`src/rtl/radix4_booth_mult.sv`:
```
// radix4_booth_mult
// Sequential signed 8x8 multiplier using radix-4 (modified) Booth recoding.
// Both operands arrive serially on one 8-bit bus after a start request:
// multiplicand first, then multiplier. Four Booth steps follow. The 16-bit
// two's-complement product is then registered on outbus and flagged by stop.
//
// Ports
//   clk     in   1   system clock, rising-edge active
//   rst     in   1   synchronous active-high reset
//   start   in   1   operation request, honoured only in IDLE
//   inbus   in   8   signed operand bus (multiplicand, then multiplier)
//   outbus  out  16  signed product, registered, held until next completion
//   stop    out  1   high while the product is valid (DONE)
module radix4_booth_mult (
  input  logic        clk,
  input  logic        rst,
  input  logic        start,
  input  logic [7:0]  inbus,
  output logic [15:0] outbus,
  output logic        stop
);

  typedef enum logic [1:0] {
    IDLE   = 2'd0,
    LOAD_Q = 2'd1,
    ITER   = 2'd2,
    DONE   = 2'd3
  } state_t;

  state_t state, state_next;

  // Booth datapath: 10-bit accumulator A, multiplier Q, appended bit q_m1.
  logic [9:0]  a_reg;
  logic [7:0]  q_reg;
  logic [7:0]  m_reg;
  logic        q_m1;
  logic [1:0]  count;

  logic [9:0]  m_ext;
  logic [9:0]  m_dbl;
  logic [9:0]  addend;
  logic [9:0]  sum;
  logic [18:0] shifted;

  // State register.
  always_ff @(posedge clk) begin
    if (rst) begin
      state <= IDLE;
    end else begin
      state <= state_next;
    end
  end

  // Next-state logic. DONE is left only once stop is already high, so the
  // valid product is always visible for at least one cycle even if start
  // has already been released by the time the result arrives.
  always_comb begin
    state_next = state;
    case (state)
      IDLE: begin
        if (start) begin
          state_next = LOAD_Q;
        end
      end
      LOAD_Q: begin
        state_next = ITER;
      end
      ITER: begin
        if (count == 2'd3) begin
          state_next = DONE;
        end
      end
      DONE: begin
        if (stop && !start) begin
          state_next = IDLE;
        end
      end
      default: begin
        state_next = IDLE;
      end
    endcase
  end

  // Booth recoding of {Q[1],Q[0],q_m1} into an addend of 0, +-M or +-2M,
  // followed by the 2-bit arithmetic right shift of the whole {A,Q,q_m1}
  // word. Ten bits of A leave room for +2*128 without overflow.
  always_comb begin
    m_ext  = {{2{m_reg[7]}}, m_reg};
    m_dbl  = {m_ext[8:0], 1'b0};
    addend = 10'd0;
    case ({q_reg[1:0], q_m1})
      3'b001, 3'b010: addend = m_ext;
      3'b011:         addend = m_dbl;
      3'b100:         addend = ~m_dbl + 10'd1;
      3'b101, 3'b110: addend = ~m_ext + 10'd1;
      default:        addend = 10'd0;
    endcase
    sum     = a_reg + addend;
    shifted = $signed({sum, q_reg, q_m1}) >>> 2;
  end

  // Datapath and registered outputs. outbus and stop are loaded on the
  // first edge spent in DONE (stop still low there), which puts the product
  // six edges after the start-sampling edge.
  always_ff @(posedge clk) begin
    if (rst) begin
      a_reg  <= 10'd0;
      q_reg  <= 8'd0;
      m_reg  <= 8'd0;
      q_m1   <= 1'b0;
      count  <= 2'd0;
      outbus <= 16'h0000;
      stop   <= 1'b0;
    end else begin
      case (state)
        IDLE: begin
          if (start) begin
            m_reg <= inbus;
          end
        end
        LOAD_Q: begin
          q_reg <= inbus;
          a_reg <= 10'd0;
          q_m1  <= 1'b0;
          count <= 2'd0;
        end
        ITER: begin
          {a_reg, q_reg, q_m1} <= shifted;
          count <= count + 2'd1;
        end
        DONE: begin
          if (!stop) begin
            outbus <= {a_reg[7:0], q_reg};
            stop   <= 1'b1;
          end else if (!start) begin
            stop <= 1'b0;
          end
        end
        default: begin
        end
      endcase
    end
  end

endmodule

```
`config.mk`:
```
export PLATFORM = sky130hd
export DESIGN_NAME = radix4_booth_mult
export DESIGN_NICKNAME = d
export VERILOG_FILES = /design/src/rtl/radix4_booth_mult.sv
export SDC_FILE = /design/constraint.sdc
export NUM_CORES = 1
export LEC_CHECK = 0
export ABC_AREA = 1
export BUFFER_PORTS_ARGS = -buffer_cell sky130_fd_sc_hd__buf_2
export CORE_AREA = 4 4 75 77
export CTS_CLUSTER_DIAMETER = 60
export DETAILED_ROUTE_END_ITERATION = 16
export DIE_AREA = 0 0 79 81
export PLACE_DENSITY = 0.74
export RECOVER_POWER = 25
export SLEW_MARGIN = 20
export SYNTH_ARGS = -nofsm -noshare
export SYNTH_HDL_FRONTEND = slang
export SYNTH_SLANG_ARGS = --single-unit
```
`constraint.sdc`:
```
create_clock -name clk -period 2.4 [get_ports clk]
set_clock_uncertainty 0.15 [all_clocks]
set_input_delay 0.12 -clock clk [delete_from_list [all_inputs] [get_ports clk]]
set_output_delay 0.12 -clock clk [all_outputs]
set_load 0.005 [all_outputs]
```
=== Word-level counts from Yosys, hierarchy flattened ===
Index checks and enable logic that the tools add are counted.

* $add $sub $neg: 4
* $mul: 0
* Div/mod/pow operators: 0
* Order comparisons: 0
* Eq/ne operators: 13
* Shifts and indexed selects: 0
* Mux-type cells: 11
* Bitwise operators: 3
* Reduce and logical (&&, ||, !) cells: 9

{| class="wikitable"
|+ Operators with widths
! kind !! number
|-
| $pmux W10 S4 || 1
|-
| $add A10 B1 Y10 const B || 2
|-
| $not A10 Y10 || 2
|-
| $pmux W10 S2 || 1
|-
| $pmux W8 S2 || 1
|-
| $add A10 B10 Y10 || 1
|-
| $eq A3 B3 Y1 const B || 3
|-
| $pmux W2 S4 || 1
|-
| $eq A2 B2 Y1 const B || 3
|-
| $eq A3 B2 Y1 const B || 2
|-
| $mux W2 || 3
|-
| $ne A2 B2 Y1 const B || 3
|-
| $pmux W2 S2 || 1
|-
| $reduce_and A2 Y1 || 2
|-
| $reduce_or A2 Y1 || 2
|-
| $eq A3 B1 Y1 const B || 1
|-
| $reduce_and A3 Y1 || 1
|-
| $add A2 B1 Y2 const B || 1
|-
| $eq A2 B1 Y1 const B || 1
|-
| $logic_not A2 Y1 || 1
|-
| $mux W1 || 2
|-
| $pmux W1 S2 || 1
|-
| $reduce_bool A2 Y1 || 1
|-
| $logic_and A1 B1 Y1 || 1
|-
| other kinds (2) || 2
|}

* Register bits: 48
* Bits in latches: 0
* Bits in writable memories: 0
* Bits in read-only memories: 0
* Input port bits: 11
* Output and inout port bits: 17
* Word-level logic and storage cells: 48
* Memories kept: 0

=== Depth between registers and ports, before layout ===
* Word-level depth: 5
* Gate-level depth with buffers: 19
* Gate-level depth less buffers: 19

=== Worst setup path after synthesis ===
OpenSTA, ideal clock, no wires.

* Kind: reg2reg
* Start point: register m_reg[0]
* End point: register a_reg[6]
* Library setup time: 0.134 ns
* Arrival time: 2.252 ns
* Required time: 2.116 ns
* Setup slack: -0.136 ns
* Stages on the path, launching flop included: 18
* Buffers on the path: 0
* Period minus slack after synthesis: 2.536 ns
* Cells stage by stage: dfxtp_1 inv_1 ha_1 inv_1 nor2_1 nand2_1 xor2_1 inv_1 a221o_1 ha_1 inv_1 o21ai_1 nand3_1 and2_1 nand2_1 a21oi_1 o21ai_0 a21oi_1

* Cells in the longest elaborated chain, start to end: 5
* Elaborated cells between the ends (all ways): 7
* Classes of those cells: 3 x add/sub; 2 x mux; 2 x bitwise

{| class="wikitable"
|+ Ends and longest elaborated chain
! what !! RTL line !! RTL
|-
| start: declaration || 35 || <nowiki>logic [7:0] m_reg;</nowiki>
|-
| start signal: assignment || 118 || <nowiki>m_reg <= inbus;</nowiki>
|-
| $not A10 Y10 (on tied branches) || 95, 94 ||
|-
| $add A10 B1 Y10 (on tied branches) || 95, 94 ||
|-
| $pmux W10 S4 * || 91 || <nowiki>case ({q_reg[1:0], q_m1})</nowiki>
|-
| $add A10 B10 Y10 * || 98 || <nowiki>sum = a_reg + addend;</nowiki>
|-
| $pmux W10 S2 * || 115 || <nowiki>case (state)</nowiki>
|-
| end signal: assignment || 128 || <nowiki>{a_reg, q_reg, q_m1} <= shifted;</nowiki>
|-
| end: declaration || 33 || <nowiki>logic [9:0] a_reg;</nowiki>
|}

Mark *: on every way between the ends. The rest lies on a longest branch, timed or not.
A chain may end at the register's enable or synchronous reset.

=== Final worst setup path ===
* Start point: register m_reg[0]
* End point: register a_reg[8]

The elaborated chain is that of the path after synthesis.

==> impl_metrics.yaml <==
setup_path:
  crit_arrival_ns: 2.57
  r2r-start: "m_reg[0]"
  cpMaxStageDelayCell: "ha_1"
  r2r_cells: 19
  reg2reg_slack_ns: -0.13
  reg2reg_to: "a_reg[8]"
  cp_common_cell: "nand2_2"
  crit_path_max_incr_delay_ns: 0.34
  path_cells: "inv_2 -> ha_4 -> inv_2 -> nor2_4 -> nand2_2 -> xor2_1 -> inv_1 -> a21oi_2 -> o31ai_2 -> ha_1 -> nand2_2 -> inv_2 -> nand2_2 -> nand2_2 -> nand2_2 -> nand4_1 -> nand3b_1 -> nand3_1 -> a21oi_2"
  critPathLaunchType: "flip-flop"
  crit_family: "simple AND/OR/NAND/NOR gates"
  end_kind: "flip-flop"
  path_max_fanout: 3
  required_ns: 2.44
  cp_num_buf_inv: 4
  worstSetupPathType: "flip-flop to flip-flop"
placed_design:
  place_hpwl_um: 4870
  finalWeightedCongestion: 0.936
  place_area_um2: 3030
  portBuffers: 27
die:
  die-height_um: 81
  row_count: 26
  initial_core_util_pct: 51.3
  core_area_um2: 5010
  ios: 28
  die_x_um: 79
  dieArea_um2: 6400
detailed_routing:
  ant_nets: 0
  viasPerCell: 5.29
  drt_iter0_drc: 203
  via_count: 2628
  firstDrtPassIters: 5
  post_drt_wl_per_cell_um: 13.8
  wl_um: 6840
  post-route-drc-count: 0
synthesis:
  synth_nets: 386
  syn_avg_cell_area_um2: 7.16
  synth_area_um2: 2570
  synthSimpleGateAreaFrac_pct: 25.4
  synth_top_family_by_area: "simple AND/OR/NAND/NOR gates"
  synth-seq-cells: 46
  netlist_instances: 359
  synth_adder_area_share_pct: 8.08
  ys_types: 37
  synth-seq-area-share_pct: 35.8
  synth-compound-area-share_pct: 20.9
  synth_mux_area_share_pct: 0
  yosysWarnings: 0
  synth_xor_area_share_pct: 1.70
layout:
  registers.top_by_ff_count: "outbus"
  antenna_cells: 0
  syn2layout_area_growth_pct: 32.6
  layout-drive-gt1-share_pct: 29.3
  largest_reg_flops: 16
  final_cell_mix: "56 x nand2_1, 40 x dfxtp_1, 38 x nor2_1"
  final_common_cell: "nand2_1"
  n_fill_cell: 424
  regArea_um2: 928
  final_nets: 453
  final_area_um2: 3410
  multiInputGateArea_um2: 1640
worst_hold_path:
  holdPathStages: 3
  holdPathEnd: "m_reg[7]"
  hp-class: "input pin to flip-flop"
  hold_start: "inbus[7]"
outcome:
  status: "finished, violations left"
  violations: "negative setup slack"
clocking:
  cts_root_buf: "clkbuf_8"
  clock-sinks: 46
  cts_tree: "built"
  cts_buffers: 5
  clk-insertion-delay-late_ns: 0.30
  clkTransAtPathRegs_ns: 0.09
  clockBufferDepth: 2
  htree_num_levels: 2
job:
  drv_cap: 0
power_and_ir_drop:
  p_leak_uw: 0.00160
  power_uw: 3490
  ir_worst_vdd_uv: 672
  p_per_area_nw_per_um2: 1020
sta:
  timing.hold.ws_ns: 0.0124
  slew_headroom_pct: 61.0
  fmax_mhz: 395
  worstMarginPinSlew_ns: 0.585
  tns_ns: -0.390
  finalSetupViolations: 4
  final_hold_viol_count: 0
  fin_crit_sh_pct: 106
  rsz0062_at_grt: "yes"
  period_needed_ns: 2.53
  final-max-slew-violation-count: 0
  worst_slack_ns: -0.135
global_route:
  grt_pass1_vias: 2527
  grt_pass1_wl_um: 11600
  grt_max_degree: 22
  grtUsageTotal_pct: 22.6
  overflow: 0
  antenna_found_initial: 0
-- synth_stat cells (all sizes together) --
cell,n,area share [%]
o211ai,10,2.9
ha,15,7.3
nand4,6,1.5
nor2,45,7.4
nand3b,1,0.29
nand2,67,10
a21oi,34,6.8
xnor2,1,0.34
o2111ai,3,1.0
clkinv,1,0.15
a211oi,2,0.58
dfxtp,46,36
fa,1,0.78
o21ai,34,6.6
a221o,1,0.39
inv,42,6.1
o221ai,1,0.34
and2,1,0.24
o31ai,2,0.58
buf,4,0.73
clkbuf,7,1.1
nor3,2,0.39
xor2,4,1.4
o22ai,2,0.49
a22oi,2,0.58
a21o,2,0.58
nand3,23,5.6
-- layer usage --
| layer | share of wire [%] | up-vias | global-route usage, % |
|---|---|---|---|
| met3 | 3.7 | 10 | 2.88 |
| met2 | 47 | 57 | 39.1 |
| met1 | 48 | 1221 | 30.4 |
| li1 | - | 1340 | - |
| met5 | 0 | - | 0 |
| met4 | 1.3 | 0 | 4.12 |
-- layout make-up --
cell class	count	area share (%)
clock buffer	5	2.02
clock inverter	3	1.28
inverter	43	4.81
multi-input combinational	259	48.0
sequential	46	27.2
tap	70	2.57
timing repair buffer	71	14.1
-- how the worst max path moves through the flow --
stage                  start  cells past startpoint  endpoint
floorplan           m_reg[0]                     17  a_reg[6]
global placement    m_reg[1]                     17  a_reg[8]
detailed placement  m_reg[1]                     16  a_reg[8]
CTS                 m_reg[0]                     19  a_reg[8]
global route            q_m1                     15  a_reg[5]
finish              m_reg[0]                     19  a_reg[8]
-- what timing repair did --
action / 4_1_cts / 5_1_grt
hold buffers: 7 / 0
pin swaps: 10 / 8
setup endpoints to repair: 5 / 7
hold endpoints to repair: 7 / 0
gates resized for setup: 12 / 38
buffers inserted: 1 / 3
cloned: 0 / 0
-- worst reg2reg max path, stage by stage (launching register included) --
cell,delay (ns)
dfxtp_2,0.33
inv_2,0.07
ha_4,0.14
inv_2,0.04
nor2_4,0.08
nand2_2,0.07
xor2_1,0.13
inv_1,0.08
a21oi_2,0.13
o31ai_2,0.09
ha_1,0.34
nand2_2,0.12
inv_2,0.05
nand2_2,0.06
nand2_2,0.07
nand2_2,0.08
nand4_1,0.10
nand3b_1,0.17
nand3_1,0.09
a21oi_2,0.06
-- where the power goes --
group | internal [uW] | switching, uW
Sequential | 947 | 135
Combinational | 796 | 1030
Clock | 312 | 270
-- logic make-up after synthesis --
kind of cell,Yosys count
fa+ha+maj,16
flops,46
xor+xnor,5
simple gates,145
compound gates,93
buf+inv,54
-- per-stage QoR --
step	worst slack, ns	std cells	utilization (%)
floorplan	-0.0363	359	-
global placement	-0.0983	478	60.4
detailed placement	-0.139	478	60.4
CTS	-0.123	494	64.7
global route	-0.298	497	68.0
finish	-0.135	497	68.0
Power figures use the tool's default switching activity.
